File: config.mk
export PLATFORM = sky130hd
export DESIGN_NAME = mpi_credit_sender
export DESIGN_NICKNAME = d
export VERILOG_FILES = /design/src/rtl/mpi_pkg.sv /design/src/rtl/mpi_sync_fifo.sv /design/src/rtl/mpi_credit_sender.sv
export SDC_FILE = /design/constraint.sdc
export NUM_CORES = 1
export LEC_CHECK = 0
export BUFFER_PORTS_ARGS = -buffer_cell sky130_fd_sc_hd__buf_2
export CORE_MARGIN = 2
export CORE_UTILIZATION = 25
export CTS_CLUSTER_SIZE = 20
export DETAILED_ROUTE_END_ITERATION = 10
export RECOVER_POWER = 25
export SLEW_MARGIN = 20
export SYNTH_ARGS = -nofsm -noshare
export SYNTH_HDL_FRONTEND = slang
export SYNTH_SLANG_ARGS = --single-unit
File: constraint.sdc
create_clock -name clk -period 5.6 [get_ports clk]
set_clock_uncertainty 0.15 [all_clocks]
set_input_delay 0.28 -clock clk [delete_from_list [all_inputs] [get_ports clk]]
set_output_delay 0.28 -clock clk [all_outputs]
set_load 0.02 [all_outputs]
File: src/rtl/mpi_pkg.sv
// rtl/mpi_pkg.sv - shared types and default widths for the MPI credit sender
package mpi_pkg;

  localparam int MPI_DATA_W     = 64;
  localparam int MPI_RANK_W     = 32;
  localparam int MPI_FIFO_DEPTH = 4;
  localparam int MPI_CREDITS    = 4;

  // Buffered flit at the default widths: destination rank plus payload
  typedef struct packed {
    logic [MPI_RANK_W-1:0] dest;
    logic [MPI_DATA_W-1:0] data;
  } mpi_flit_t;

  typedef enum logic {
    TX_EMPTY,
    TX_LOADED
  } mpi_tx_state_e;

endpackage

File: src/rtl/mpi_sync_fifo.sv
// rtl/mpi_sync_fifo.sv - single-clock FIFO with exact full/empty flags
module mpi_sync_fifo #(
  parameter type T     = logic [7:0],
  parameter int  DEPTH = 4
) (
  input  logic clk_i,
  input  logic rst_i,
  input  logic push_i,
  input  T     wdata_i,
  input  logic pop_i,
  output logic full_o,
  output logic empty_o,
  output T     head_o
);

  localparam int AW = $clog2(DEPTH);

  // Extra MSB on each pointer separates the full case from the empty case
  logic [AW:0] wr_ptr_q, wr_ptr_d;
  logic [AW:0] rd_ptr_q, rd_ptr_d;
  T            mem_q [DEPTH];

  assign empty_o = (wr_ptr_q == rd_ptr_q);
  assign full_o  = (wr_ptr_q[AW] != rd_ptr_q[AW]) &&
                   (wr_ptr_q[AW-1:0] == rd_ptr_q[AW-1:0]);
  assign head_o  = mem_q[rd_ptr_q[AW-1:0]];

  // Pointer advance; callers never push at full or pop at empty
  always_comb begin
    wr_ptr_d = wr_ptr_q;
    rd_ptr_d = rd_ptr_q;
    if (push_i) wr_ptr_d = wr_ptr_q + 1'b1;
    if (pop_i)  rd_ptr_d = rd_ptr_q + 1'b1;
  end

  // Pointer registers, cleared on reset so the FIFO reads as empty
  always_ff @(posedge clk_i) begin
    if (rst_i) begin
      wr_ptr_q <= '0;
      rd_ptr_q <= '0;
    end else begin
      wr_ptr_q <= wr_ptr_d;
      rd_ptr_q <= rd_ptr_d;
    end
  end

  // Storage array; contents are don't-care until written
  always_ff @(posedge clk_i) begin
    if (push_i) mem_q[wr_ptr_q[AW-1:0]] <= wdata_i;
  end

endmodule

File: src/rtl/mpi_credit_sender.sv
// rtl/mpi_credit_sender.sv - credit-gated MPI flit transmitter (optional tx_seq via MPI_SENDER_SEQ_EN)
module mpi_credit_sender
  import mpi_pkg::*;
#(
  parameter int DATA_W     = MPI_DATA_W,
  parameter int RANK_W     = MPI_RANK_W,
  parameter int FIFO_DEPTH = MPI_FIFO_DEPTH,
  parameter int CREDITS    = MPI_CREDITS,
  localparam int CNT_W     = $clog2(CREDITS + 1)
) (
  input  logic              clk,
  input  logic              rst,
  input  logic [RANK_W-1:0] rnk,
  input  logic [RANK_W-1:0] dest,
  input  logic              in_valid,
  input  logic [DATA_W-1:0] in_data,
  output logic              in_yumi,
  output logic              tx_valid,
  input  logic              tx_ready,
  output logic [DATA_W-1:0] tx_data,
  output logic [RANK_W-1:0] tx_dest,
  output logic [RANK_W-1:0] tx_origin,
  input  logic              credit_return,
  output logic [CNT_W-1:0]  credit_cnt,
  output logic              err_credit_ovf
`ifdef MPI_SENDER_SEQ_EN
  ,
  output logic [15:0]       tx_seq
`endif
);

  localparam logic [CNT_W-1:0] CREDITS_C = CNT_W'(CREDITS);

  typedef struct packed {
    logic [RANK_W-1:0] dest;
    logic [DATA_W-1:0] data;
  } flit_t;

  flit_t         fifo_wdata;
  flit_t         fifo_head;
  logic          fifo_full;
  logic          fifo_empty;
  logic          load;

  mpi_tx_state_e state_q, state_d;
  logic [DATA_W-1:0] tx_data_q;
  logic [RANK_W-1:0] tx_dest_q;
  logic [RANK_W-1:0] tx_origin_q;
  logic [CNT_W-1:0]  credit_q, credit_d;
  logic              err_q, err_d;

  // Producer handshake uses only registered FIFO state, so no push ever lands at full
  assign in_yumi    = in_valid & ~fifo_full & ~rst;
  assign fifo_wdata = '{dest: dest, data: in_data};

  mpi_sync_fifo #(
    .T     (flit_t),
    .DEPTH (FIFO_DEPTH)
  ) u_fifo (
    .clk_i   (clk),
    .rst_i   (rst),
    .push_i  (in_yumi),
    .wdata_i (fifo_wdata),
    .pop_i   (load),
    .full_o  (fifo_full),
    .empty_o (fifo_empty),
    .head_o  (fifo_head)
  );

  // Output FSM: load when the register is free or draining this cycle and a credit is in hand
  always_comb begin
    state_d  = state_q;
    tx_valid = (state_q == TX_LOADED);
    load     = ~fifo_empty && (credit_q != '0) &&
               ((state_q == TX_EMPTY) || tx_ready);
    if (load) begin
      state_d = TX_LOADED;
    end else if ((state_q == TX_LOADED) && tx_ready) begin
      state_d = TX_EMPTY;
    end
  end

  // Output FSM state register
  always_ff @(posedge clk) begin
    if (rst) state_q <= TX_EMPTY;
    else     state_q <= state_d;
  end

  // Output payload register; holds steady while the bridge stalls
  always_ff @(posedge clk) begin
    if (rst) begin
      tx_data_q   <= '0;
      tx_dest_q   <= '0;
      tx_origin_q <= '0;
    end else if (load) begin
      tx_data_q   <= fifo_head.data;
      tx_dest_q   <= fifo_head.dest;
      tx_origin_q <= rnk;
    end
  end

  // Credit bookkeeping: reserve on load, replenish on return, saturate and flag overflow
  always_comb begin
    credit_d = credit_q;
    err_d    = err_q;
    case ({load, credit_return})
      2'b10: credit_d = credit_q - 1'b1;
      2'b01: begin
        if (credit_q == CREDITS_C) err_d = 1'b1;
        else                       credit_d = credit_q + 1'b1;
      end
      default: credit_d = credit_q;
    endcase
  end

  // Credit counter and sticky overflow flag
  always_ff @(posedge clk) begin
    if (rst) begin
      credit_q <= CREDITS_C;
      err_q    <= 1'b0;
    end else begin
      credit_q <= credit_d;
      err_q    <= err_d;
    end
  end

  assign tx_data        = tx_data_q;
  assign tx_dest        = tx_dest_q;
  assign tx_origin      = tx_origin_q;
  assign credit_cnt     = credit_q;
  assign err_credit_ovf = err_q;

`ifdef MPI_SENDER_SEQ_EN
  logic [15:0] seq_cnt_q;
  logic [15:0] tx_seq_q;

  // Sequence tag captured with each load; counter wraps naturally at 16 bits
  always_ff @(posedge clk) begin
    if (rst) begin
      seq_cnt_q <= '0;
      tx_seq_q  <= '0;
    end else if (load) begin
      tx_seq_q  <= seq_cnt_q;
      seq_cnt_q <= seq_cnt_q + 16'd1;
    end
  end

  assign tx_seq = tx_seq_q;
`endif

endmodule
=== After elaboration in Yosys (flattened, before gate mapping) ===
Memory sizes are Yosys's and may differ from the RTL's. A register that Yosys moved wholly into a read port is not among the register bits.
Index checks and enable logic that the tools add are counted.

* Bits in registers: 43
* Latch bits: 0
* RAM bits: 384
* Bits in read-only memories: 0
* Bits of input ports: 133
* Output and inout bits: 134
* Memories kept: 1

{| class="wikitable"
|+ Memory list
! name !! words !! width !! read ports !! clocked after memory_dff !! wr ports !! line !! RTL
|-
| u_fifo.mem_q || 4 || 96 || 1 || 1 || 1 || mpi_sync_fifo.sv:21 || <nowiki>T mem_q [DEPTH];</nowiki>
|}

* Add/sub/neg operators: 4
* Multipliers: 0
* Div/mod/pow operators: 0
* Magnitude comparators: 0
* Eq/ne operators: 7
* Shifts and indexed selects: 0
* Mux-type cells: 6
* Bitwise logic cells: 6
* Reduce and logical (&&, ||, !) cells: 10

{| class="wikitable"
|+ Operators with widths
! operator !! count
|-
| $add A3 B1 Y3 const B || 3
|-
| $pmux W3 S2 || 1
|-
| $logic_and A1 B1 Y1 || 4
|-
| $mux W1 || 4
|-
| $not A1 Y1 || 4
|-
| $reduce_and A2 Y1 || 2
|-
| $reduce_bool A2 Y1 || 2
|-
| $eq A3 B3 Y1 || 1
|-
| $eq A3 B3 Y1 const B || 1
|-
| $mux W3 || 1
|-
| $reduce_bool A3 Y1 || 1
|-
| $sub A3 B1 Y3 const B || 1
|-
| $and A1 B1 Y1 || 2
|-
| $eq A2 B1 Y1 const B || 1
|-
| $eq A2 B2 Y1 || 1
|-
| $eq A2 B2 Y1 const B || 1
|-
| $ne A2 B2 Y1 const B || 1
|-
| $logic_or A1 B1 Y1 || 1
|-
| $ne A1 B1 Y1 || 1
|}

=== Depth between registers and ports, before layout ===
Gate-level depths: netlist (run 1).

* Depth in word-level cells: 7
* Depth in mapped cells: 12
* Mapped depth without buffers: 8

=== Hierarchy ===
Synthesis (run 1) repeated with hierarchy kept, for this count alone.

* Cells, all modules: 1133
* Area total of the unflattened synthesis: 19004.5 µm²

{| class="wikitable"
|+ Modules (own cells, without submodules)
! module !! times used !! cells an instance !! area each (µm²) !! sequential area each (µm²)
|-
| mpi_sync_fifo || 1 || 542 || 14242.4 || 11691.2
|-
| mpi_credit_sender || 1 || 591 || 4762.1 || 2662.6
|}

=== Worst setup path after synthesis (run 1) ===
Ideal clock, no wire load.

* Path kind: flip-flop to flip-flop
* Start point: reg u_fifo.rd_ptr_q[0]
* End point: mem u_fifo.mem_q[3][0] in the netlist's numbering, enable pin
* Arrival time: 3743 ps
* Required time: 4984 ps
* Setup slack: 1242 ps
* Cell stages (with the launch flop): 7
* Period minus slack after synthesis: 4358 ps
* Cells stage by stage: dfxtp_1 buf_4 buf_2 xor2_1 o31ai_1 nor2_1 and2_1

* Longest elaborated chain between the ends: 7

{| class="wikitable"
|+ Ends and longest elaborated chain
! element !! line !! RTL
|-
| from (decl) || mpi_sync_fifo.sv:20 || <nowiki>logic [AW:0] rd_ptr_q, rd_ptr_d;</nowiki>
|-
| from (signal assigned) || mpi_sync_fifo.sv:43 || <nowiki>rd_ptr_q <= rd_ptr_d;</nowiki>
|-
| $eq A2 B2 Y1 || mpi_sync_fifo.sv:25 || <nowiki>(wr_ptr_q[AW-1:0] == rd_ptr_q[AW-1:0]);</nowiki>
|-
| $logic_and A1 B1 Y1 || mpi_sync_fifo.sv:24 || <nowiki>assign full_o = (wr_ptr_q[AW] != rd_ptr_q[AW]) &&</nowiki>
|-
| $not A1 Y1 || mpi_credit_sender.sv:53 || <nowiki>assign in_yumi = in_valid & ~fifo_full & ~rst;</nowiki>
|-
| $and A1 B1 Y1 (2 in a row) || mpi_credit_sender.sv:53 ||
|-
| net in_yumi || mpi_credit_sender.sv:17 || <nowiki>output logic in_yumi,</nowiki>
|-
| $mux W1 || mpi_sync_fifo.sv:49 || <nowiki>if (push_i) mem_q[wr_ptr_q[AW-1:0]] <= wdata_i;</nowiki>
|-
| $mux W1 (not written as such) || mpi_sync_fifo.sv:49 ||
|-
| to (decl) || mpi_sync_fifo.sv:21 ||
|}

The timed path passes the listed nets, and every way through them passes these cells.

=== Final worst setup path (run 1) ===
* Start point: reg u_fifo.rd_ptr_q[0]
* End point: reg credit_q[2], in the netlist credit_cnt[2]

* Longest elaborated chain between the ends: 7
* Elaborated cells between the ends (all ways): 10

{| class="wikitable"
|+ Ends and longest elaborated chain
! element !! line !! RTL
|-
| $eq A3 B3 Y1 * || mpi_sync_fifo.sv:23 || <nowiki>assign empty_o = (wr_ptr_q == rd_ptr_q);</nowiki>
|-
| $not A1 Y1 * || mpi_credit_sender.sv:74 || <nowiki>load = ~fifo_empty && (credit_q != '0) &&</nowiki>
|-
| $logic_and A1 B1 Y1 * (2 in a row) || mpi_credit_sender.sv:74 ||
|-
| $eq A2 B1 Y1 / $eq A2 B2 Y1 (equally long branches) || mpi_credit_sender.sv:106 || <nowiki>case ({load, credit_return})</nowiki>
|-
| $ne A2 B2 Y1 (no line) / $reduce_bool A2 Y1 (equally long branches) || - ||
|-
| $reduce_and A2 Y1 (no line) || - ||
|-
| to (signal assigned) || mpi_credit_sender.sv:122 || <nowiki>credit_q <= credit_d;</nowiki>
|-
| to (decl) || mpi_credit_sender.sv:49 || <nowiki>logic [CNT_W-1:0] credit_q, credit_d;</nowiki>
|}

Mark *: on every way between the ends. The rest lies on a longest branch, timed or not.
A chain may end at the register's enable or synchronous reset.

==> results of run 1 <==
-- flip-flops by register name, indices dropped and copies added (netlist names) --
signal           cells
u_fifo.mem_q       384
tx_data             64
tx_dest             32
tx_origin           32
credit_cnt           3
u_fifo.rd_ptr_q      3
u_fifo.wr_ptr_q      3
err_credit_ovf       1
tx_valid             1
-- routing by layer --
metal / wire length, um / global-route usage, % / share of wire [%] / vias up
met2: 22000 / 19.6 / 49 / 282
met5: 36 / 0 / 0.081 / -
met1: 19200 / 13.8 / 43 / 5568
met4: 947 / 3.40 / 2.1 / 8
met3: 2350 / 2.57 / 5.3 / 73
li1: - / - / - / 5110
-- path summary, 6_finish.rpt --
kind	slack (ps)	from	to	depth (start not counted)
worst max-delay path	2070	u_fifo.rd_ptr_q[0]$_SDFFE_PP0P_	credit_cnt[2]$_SDFFE_PP1P_	8
worst min-delay path	300	tx_data[32]$_SDFFE_PP0P_	tx_data[32]$_SDFFE_PP0P_	2
worst max register to register	2070	u_fifo.rd_ptr_q[0]$_SDFFE_PP0P_	credit_cnt[2]$_SDFFE_PP1P_	8
worst min register to register	300	tx_data[32]$_SDFFE_PP0P_	tx_data[32]$_SDFFE_PP0P_	2
-- stage by stage --
step	utilization [%]	worst slack, ps	std cells	total power, mW	hold slack [ps]
after floorplan	-	1240	1135	7.17	229
after global placement	28.5	2000	2318	8.21	290
after detailed placement	28.5	2010	2318	8.28	293
after CTS	33.3	1990	2573	12.4	239
after global routing	33.2	1750	2577	12.9	308
final	33.2	2070	2577	12.2	299
-- synthesized netlist by cell type, drive strengths merged (2+ instances only) --
master / number
o21ai: 2
nand2b: 2
a21oi: 130
inv: 4
clkbuf: 32
ha: 5
buf: 35
nor2b: 2
nor3: 2
a311o: 2
xnor2: 5
nand2: 261
nor2: 11
dfxtp: 139
mux4: 96
xor2: 3
and2: 4
mux2i: 2
edfxtp: 384
-- worst register-to-register path: stages (launching register included) --
cell	delay, ps
dfxtp_4	810
xnor2_1	330
a311o_2	770
nand2_1	160
fa_1	430
inv_1	90
nand2_1	50
or4_1	400
and4b_1	230
-- power groups by stage --
| stage | registers, mW | clock network (mW) | logic (mW) |
|---|---|---|---|
| after floorplan | 5.42 | 0 | 1.75 |
| after global placement | 5.03 | 0 | 3.18 |
| after detailed placement | 5.06 | 0 | 3.22 |
| after CTS | 4.98 | 4.06 | 3.36 |
| after global routing | 5.04 | 4.22 | 3.60 |
| final | 4.97 | 3.95 | 3.28 |
-- cell families (layout without fill, tap and decap cells) --
logic type,count (synthesis),count (layout),synth area share (%)
simple gates,286,286,5.90
fa+ha+maj,6,6,0.439
flops,523,523,76.1
xor+xnor,8,8,0.372
compound gates,142,142,3.96
other cells,0,2,0
buf+inv,71,542,1.60
mux,99,99,11.7
-- area by class of cell --
cell class,count,area (sq um),area share [%]
Clock buffer,77,1630,6.57
Timing Repair Buffer,432,2930,11.9
Antenna cell,2,5.00,0.0202
Multi-Input combinational cell,541,4230,17.1
Sequential cell,523,14300,57.9
Clock inverter,29,398,1.61
Tap cell,969,1210,4.90
Inverter,4,15.0,0.0607
==> out/qor.yml, run 1 <==
global_routing:
  track_usage_pct: 11.2
  grt_pass1_vias: 11600
  grt_max_degree: 100
  grt_first_pass_wirelength_mm: 67.2
  overflow: 0
  antenna_found_initial: 7
clock_network:
  clkSinkCount: 523
  cts_root_buf: "clkbuf_16"
  holdBufCountCts: 149
  cts_resized: 0
  post-cts-setup-buffer-count: 0
  h-tree-depth: 2
  cts.clk_slew.worst_paths_ps: 60
  cts_tree: "yes"
  cts_inserted_buffers: 56
  clockBufferDepth: 3
  clk-insertion-delay-late_ps: 600
synthesis:
  ys_ff_latch: 523
  syn_nets: 1274
  yosysWarnings: 0
  synthesis.area_sq_um: 18800
  syn_area_per_cell_sq_um: 16.6
  synth-main-ff-cell: "edfxtp_1"
  synth_top_area_cell: "edfxtp_1"
  netlist_top_cells_area: "edfxtp_1, dfxtp_1, mux4_2, nand2_1, a21oi_1"
  yosysUniqueCellTypes: 35
  ys_async_sr_fraction_pct: 0
  netlist_instances: 1135
  synthDominantCellAreaShare_pct: 61.3
  synth-seq-area-share_pct: 76.1
  synth_edf_count: 384
cells_and_area:
  final_area_sq_um: 24700
  final_common_cell: "edfxtp_1"
  area_delta_synth_final_pct: 31.5
  layout-drive-gt1-share_pct: 25.9
  fill_cells: 7173
  layout_common_cells: "edfxtp_1, nand2_1, buf_2"
  finish.net_count: 1697
power_and_ir_drop:
  leakage_nw: 8.61
  ir_worst_vdd_v: 0.000253
  p_comb_share_pct: 26.9
  powerDensity_nw_per_um2: 493
  clkPwrFrac_pct: 32.4
  swShare_pct: 31.9
  p_seq_share_pct: 40.7
  p_int_mw: 8.31
  p_switching_mw: 3.90
routing:
  antenna_left: 0
  routed_wl_mm: 44.6
  first_pass_iters: 5
  first_iter_violations: 592
  drc_errors: 0
  vias: 11000
  routedWlPerCell_um: 17.3
  vias_per_cell: 4.28
timing:
  slew_headroom_pct: 29.8
  fin_tns_setup_ps: 0
  maxSlewViolCount: 0
  timing.fmax_mhz: 283
  min_period_ps: 3530
  tightest_slew_ps: 1050
  timing_hold_violations_final: 0
  setup_viol: 0
  rsz0062_at_grt: "no"
  fin_crit_sh_pct: 63.1
setup_path:
  critical_path.cell_chain: "xnor2_1 -> a311o_2 -> nand2_1 -> fa_1 -> inv_1 -> nand2_1 -> or4_1 -> and4b_1"
  critPathMostFrequentCell: "nand2_1"
  crit_buf_inv: 1
  endpoint_kind: "flop"
  path_delay_family: "simple AND/OR/NAND/NOR gates"
  crit_arrival_ps: 3850
  worstPathMaxFanout: 38
  critPathLaunchType: "flop"
  cpPeakStageDelay_ps: 810
  required_ps: 5920
  crit_type: "reg2reg"
  slowest_stage: "dfxtp_4"
die:
  top_level_ports: 267
  die_h_um: 278
  start_util_pct: 25.3
  core_sq_um: 74400
  dieWidth_um: 278
  std_cell_rows: 100
  dieArea_sq_um: 77500
placed_design:
  place.port_buffers: 266
  place_area_sq_um: 21300
  hpwl_mm: 25.8
  place_congestion: 0.728
run:
  drv_cap: 0
run_status:
  status: "finished clean"
worst_hold_path:
  min_path_type: "reg2reg"
(Power assumes the default switching activity.)
==> run 2, diff against run 1 <==
clock period = 3 ns   (was 5.6 ns; I/O delays follow)
==> run 2 against run 1 <==
Effect of this change: non-clock buffer count down 12; fmax up 29%; clock power up 79%; critical endpoint is now tx_origin[8]$_SDFFE_PP0P_; sequential share of layout area up 0.26 points; combinational power up 93%; register-to-register slack worse by 1800 ps; die area unchanged; sequential power up 84%; worst hold slack worse by 120 ps; total power up 85%.
==> out/qor.yml, run 2 (same netlist as run 1, synthesis figures left out) <==
timing:
  min_period_ps: 2730  # -797 ps
  rsz0062_at_grt: "no"
  fin_crit_sh_pct: 91.1  # +28 points
  maxSlewViolCount: 0  # unchanged
  setup_viol: 0  # unchanged
  hold_ws_ps: 183  # -117 ps
  timing.fmax_mhz: 366  # +29%
  timing_hold_violations_final: 0  # unchanged
  slew_headroom_pct: 40.0  # +10 points
  tightest_slew_ps: 900  # -153 ps
placed_design:
  dp_cells: 2323  # +0.22%
  hpwl_mm: 24.9  # -3.5%
  place.port_buffers: 266  # unchanged
  place_area_sq_um: 21500  # +0.94%
  place_congestion: 0.750  # +3.0%
global_routing:
  overflow: 0  # unchanged
  grt_max_degree: 136  # +36%
  grt_pass1_vias: 11800  # +1.5%
  antenna_found_initial: 5  # -2
  track_usage_pct: 11.5  # +0.22 points
  grt_first_pass_wirelength_mm: 68.5  # +1.9%
cells_and_area:
  area_delta_synth_final_pct: 30.9
  layout_common_cells: "edfxtp_1, nand2_1, buf_2"
  layout-drive-gt1-share_pct: 26.0  # +0.13 points
  finish.net_count: 1685  # -0.71%
  antenna_cells: 0  # -2
  largest_reg_flops: 384  # unchanged
  final_cells: 2563  # -0.54%
  fill_cells: 7157  # -0.22%
  final_area_sq_um: 24600  # -0.45%
  final_common_cell: "edfxtp_1"
run_status:
  status: "finished clean"
clock_network:
  cts_inserted_buffers: 56  # unchanged
  post-cts-setup-buffer-count: 0  # unchanged
  cts_root_buf: "clkbuf_16"
  cts_resized: 0  # unchanged
  clk-insertion-delay-late_ps: 600  # about the same
  h-tree-depth: 2  # unchanged
  clkSinkCount: 523  # unchanged
  cts.clk_slew.worst_paths_ps: 60  # about the same
  holdBufCountCts: 134  # -10%
  clockBufferDepth: 3  # unchanged
  cts_tree: "yes"
setup_path:
  critPathCapture: "tx_origin[8]$_SDFFE_PP0P_"
  crit_buf_inv: 2  # +1
  crit_type: "reg2reg"
  r2r_end: "tx_origin[8]$_SDFFE_PP0P_"
  crit_start: "u_fifo.wr_ptr_q[2]$_SDFFE_PP0P_"
  worstPathMaxFanout: 135  # +260%
  slowest_stage: "dlygate4sd3_1"
  endpoint_kind: "flop"
  timing.rr.start: "u_fifo.wr_ptr_q[2]$_SDFFE_PP0P_"
  critical_path.cell_chain: "xnor2_1 -> a311o_2 -> buf_12 -> nand2_1 -> a21oi_1 -> dlygate4sd3_1"
  r2r_slack_ps: 270  # -1800 ps
  cp.depth: 6  # -2
  required_ps: 3380  # -2540 ps
  critPathLaunchType: "flop"
  crit_arrival_ps: 3120  # -730 ps
  cpPeakStageDelay_ps: 560  # -250 ps
  ff2ff_path_depth: 6  # -2
  path_delay_family: "buffers and inverters"
die:
  dieArea_sq_um: 77500  # unchanged
  core_sq_um: 74400  # unchanged
  std_cell_rows: 100  # unchanged
  start_util_pct: 25.3  # unchanged
  top_level_ports: 267  # unchanged
  die_h_um: 278  # unchanged
  dieWidth_um: 278  # unchanged
routing:
  routed_wl_mm: 44.8  # +0.38%
  routedWlPerCell_um: 17.5  # +0.93%
  antenna_left: 0  # unchanged
  drc_errors: 0  # unchanged
  first_pass_iters: 5  # unchanged
  vias: 10900  # -1.2%
  first_iter_violations: 591  # -0.17%
  vias_per_cell: 4.26  # -0.66%
power_and_ir_drop:
  leakage_nw: 8.51  # -1.3%
  ir_worst_vdd_v: 0.000851  # +240%
  powerDensity_nw_per_um2: 915  # +85%
  power_mw: 22.5  # +85%
worst_hold_path:
  min_path_type: "in2reg"
run:
  drv_cap: 0  # unchanged
run 2: per-layer routing:
metal  GRT usage [%]  wire length (um)  vias to the layer above  share of wire (%)
li1                -                 -                     5089                  -
met1            13.9             18900                     5445                 42
met2            19.8             21900                      287                 49
met3            2.90              2710                       80                6.1
met4            3.88              1220                        8                2.7
met5               0                52                        -               0.12
run 2: area by class of cell:
type | count | area, sq um | share of cell area [%]
repair buffers | 420 | 2930 | 11.9
flip-flops and latches | 523 | 14300 | 58.1
clock inverters | 39 | 423 | 1.72
clock buffers | 67 | 1500 | 6.07
inverters | 4 | 15.0 | 0.0610
multi-input cells | 541 | 4230 | 17.2
well taps | 969 | 1210 | 4.92
run 2: where the power goes:
group / switching [mW] / internal [mW] / total [mW]
combinational: 4.02 / 2.31 / 6.33
clock: 2.88 / 4.19 / 7.06
sequential: 0.440 / 8.69 / 9.13
total: 7.34 / 15.2 / 22.5
run 2: how the worst min path moves through the flow:
stage,startpoint,to,slack [ps],cells past startpoint
after floorplan,in_data[0],u_fifo.mem_q[0][0]$_DFFE_PP_,100,0
final,in_data[59],u_fifo.mem_q[2][59]$_DFFE_PP_,180,2
after global routing,rnk[15],tx_origin[15]$_SDFFE_PP0P_,170,4
after CTS,in_data[2],u_fifo.mem_q[2][2]$_DFFE_PP_,90,2
after global placement,in_data[47],u_fifo.mem_q[2][47]$_DFFE_PP_,210,1
after detailed placement,dest[6],u_fifo.mem_q[0][70]$_DFFE_PP_,210,1
run 2: stage by stage:
stage	TNS [ps]	util, %	worst slack [ps]
6_report	0	33.1	266
5_1_grt	0	33.1	75.0
4_1_cts	0	33.2	266
3_5_place_dp	0	28.8	364
3_3_place_gp	0	28.8	366
2_1_floorplan	-122860	-	-320
==> run 3, diff against run 2 <==
--- a/config.mk
+++ b/config.mk
@@ -7,8 +7,8 @@
 export LEC_CHECK = 0
 export BUFFER_PORTS_ARGS = -buffer_cell sky130_fd_sc_hd__buf_2
-export CORE_MARGIN = 2
 export CORE_UTILIZATION = 25
 export CTS_CLUSTER_SIZE = 20
 export DETAILED_ROUTE_END_ITERATION = 10
+export MAX_ROUTING_LAYER = met4
 export RECOVER_POWER = 25
 export SLEW_MARGIN = 20
==> constraint.sdc (replaced) <==
create_clock -name clk -period 3 [get_ports clk]
set_clock_uncertainty 0.15 [all_clocks]
set_input_delay 0 -clock clk [delete_from_list [all_inputs] [get_ports clk]]
set_output_delay 0 -clock clk [all_outputs]
set_load 0.02 [all_outputs]
==> run 3 against run 2 <==
Effect of this change: count of clock-buffer cells in the layout up 15; combinational power up 1%; largest cell class unchanged; clock power down 0.8%; highest routed layer is now met4; core utilization up 1.4 points; worst hold slack worse by 130 ps; critical endpoint is now tx_dest[15]$_SDFFE_PP0P_; largest power group unchanged; first-iteration DRC count up 22%; sequential share of layout area down 2.3 points; via count up 4.4%; worst setup slack better by 51 ps.
==> out/qor.yml, run 3 (same netlist as run 1, synthesis figures left out) <==
routing:
  vias: 11400  # +4.4%
  antenna_left: 0  # unchanged
  first_iter_violations: 723  # +22%
  vias_per_cell: 4.27  # +0.44%
  first_pass_iters: 5  # unchanged
  routedWlPerCell_um: 17.0  # -2.9%
  routed_wl_mm: 45.1  # +0.87%
  drc_errors: 0  # unchanged
cells_and_area:
  final_area_sq_um: 25600  # +4.1%
  layout_common_cells: "edfxtp_1, nand2_1, buf_2"
  area_delta_synth_final_pct: 36.3
  finish.net_count: 1781  # +5.7%
  layout-drive-gt1-share_pct: 27.3  # +1.3 points
  largest_reg_flops: 384  # unchanged
  final_common_cell: "edfxtp_1"
  final_core_util_pct: 34.4  # +1.4 points
clock_network:
  h-tree-depth: 2  # unchanged
  clk-insertion-delay-late_ps: 590  # about the same
  cts.clk_slew.worst_paths_ps: 60  # about the same
  cts_resized: 0  # unchanged
  clkSinkCount: 523  # unchanged
  cts_inserted_buffers: 58  # +3.6%
  cts_root_buf: "clkbuf_16"
  cts_tree: "yes"
  clockBufferDepth: 3  # unchanged
die:
  dieWidth_um: 276  # -0.72%
  dieArea_sq_um: 76400  # -1.4%
  core_sq_um: 74400  # unchanged
  std_cell_rows: 100  # unchanged
  start_util_pct: 25.3  # unchanged
  die_h_um: 276  # -0.72%
  top_level_ports: 267  # unchanged
placed_design:
  place.port_buffers: 266  # unchanged
  hpwl_mm: 26.0  # +4.5%
  place_congestion: 0.766  # +2.1%
  place_area_sq_um: 21600  # +0.86%
global_routing:
  grt_first_pass_wirelength_mm: 69.8  # +1.9%
  grt_max_degree: 103  # -24%
  antenna_found_initial: 3  # -2
  track_usage_pct: 12.1  # +0.61 points
  overflow: 0  # unchanged
  grt_pass1_vias: 12100  # +2.2%
setup_path:
  cpPeakStageDelay_ps: 570  # about the same
  required_ps: 3380  # about the same
  cp.depth: 6  # unchanged
  crit_buf_inv: 2  # unchanged
  r2r_end: "tx_dest[15]$_SDFFE_PP0P_"
  crit_type: "reg2reg"
  path_delay_family: "buffers and inverters"
  critPathCapture: "tx_dest[15]$_SDFFE_PP0P_"
  crit_start: "u_fifo.wr_ptr_q[2]$_SDFFE_PP0P_"
  endpoint_kind: "flop"
  crit_arrival_ps: 3060  # -60 ps
  worstPathMaxFanout: 89  # -34%
  timing.rr.start: "u_fifo.wr_ptr_q[2]$_SDFFE_PP0P_"
  slowest_stage: "buf_4"
  critPathLaunchType: "flop"
  critical_path.cell_chain: "xnor2_1 -> a311o_2 -> buf_12 -> buf_4 -> nand2_1 -> a21oi_1"
  ff2ff_path_depth: 6  # unchanged
  r2r_slack_ps: 320  # +50 ps
timing:
  tightest_slew_ps: 703  # -196 ps
  setup_viol: 0  # unchanged
  min_period_ps: 2680  # -51.1 ps
  slew_headroom_pct: 53.1  # +13 points
  maxSlewViolCount: 0  # unchanged
  fin_crit_sh_pct: 89.4  # -1.7 points
  timing_hold_violations_final: 0  # unchanged
  timing.fmax_mhz: 373  # +1.9%
  rsz0062_at_grt: "no"
run:
  drv_cap: 0  # unchanged
power_and_ir_drop:
  power_mw: 22.6  # +0.15%
  leakage_nw: 9.04  # +6.2%
  ir_worst_vdd_v: 0.000727  # -15%
  powerDensity_nw_per_um2: 880  # -3.8%
worst_hold_path:
  min_path_type: "in2reg"
run_status:
  status: "finished clean"
-- run 3: cell count changes in the layout (fill, tap and decap cells not counted), moves of 5 or more --
cell and change:
clkbuf_8 +5, buf_4 +10, clkinvlp_4 -5, clkbuf_1 -30
dlygate4sd3_1 +79, buf_2 +39, buf_12 +6, clkinv_2 -6
-- run 3: power breakdown --
part           internal [mW]  switching, mW  total, mW
Combinational           2.37           4.05       6.42
Clock                   4.13           2.87       7.00
Sequential              8.70          0.451       9.15
Total                   15.2           7.37       22.6
-- run 3: per-layer routing --
metal / track usage [%] / up-vias / wire length (um)
li1: - / 5301 / -
met4: 3.48 / 0 / 937
met3: 2.72 / 66 / 2230
met1: 14.3 / 5756 / 19100
met5: - / - / 0
met2: 20.5 / 261 / 22900
-- run 3: worst min-delay path by stage --
stage / from / to / slack [ps] / cells past startpoint
after floorplan: in_data[0] / u_fifo.mem_q[0][0]$_DFFE_PP_ / -50 / 0
after global placement: in_data[18] / u_fifo.mem_q[0][18]$_DFFE_PP_ / 60 / 1
after detailed placement: in_data[10] / u_fifo.mem_q[0][10]$_DFFE_PP_ / 70 / 1
after CTS: rnk[26] / tx_origin[26]$_SDFFE_PP0P_ / 0.02 / 4
after global routing: rnk[26] / tx_origin[26]$_SDFFE_PP0P_ / 20 / 4
final: rnk[9] / tx_origin[9]$_SDFFE_PP0P_ / 50 / 4
-- run 3: what timing repair did --
item	CTS	global route
endpoints found under the hold margin	461	4
setup buffers	0	0
hold buffers	212	1
-- run 3: cell type report --
class	instances	area [sq um]
Clock buffer	82	1620
Sequential cell	523	14300
Inverter	4	15.0
Tap cell	969	1210
Fill cell	7063	48800
Antenna cell	3	7.51
Multi-Input combinational cell	541	4230
Timing Repair Buffer	514	3960
Clock inverter	27	279
-- run 3: worst reg2reg max path, delay by kind of cell (launching register included) --
kind | cells | cell delay [ps]
AO/OA/AOI/OAI | 2 | 480
buffers and inverters | 2 | 960
AND/OR/NAND/NOR | 1 | 200
XOR/XNOR | 1 | 500
flip-flops | 1 | 320
-- run 3: per-stage QoR --
step                setup TNS [ps]  setup slack [ps]  std cells  hold WS (ps)
global placement                 0               397       2338          62.8
floorplan                  -122860              -320       1135         -51.1
CTS                              0               275       2659        0.0158
detailed placement               0               298       2338          66.0
finish                           0               317       2663          52.8
global route                     0              88.8       2662          18.3
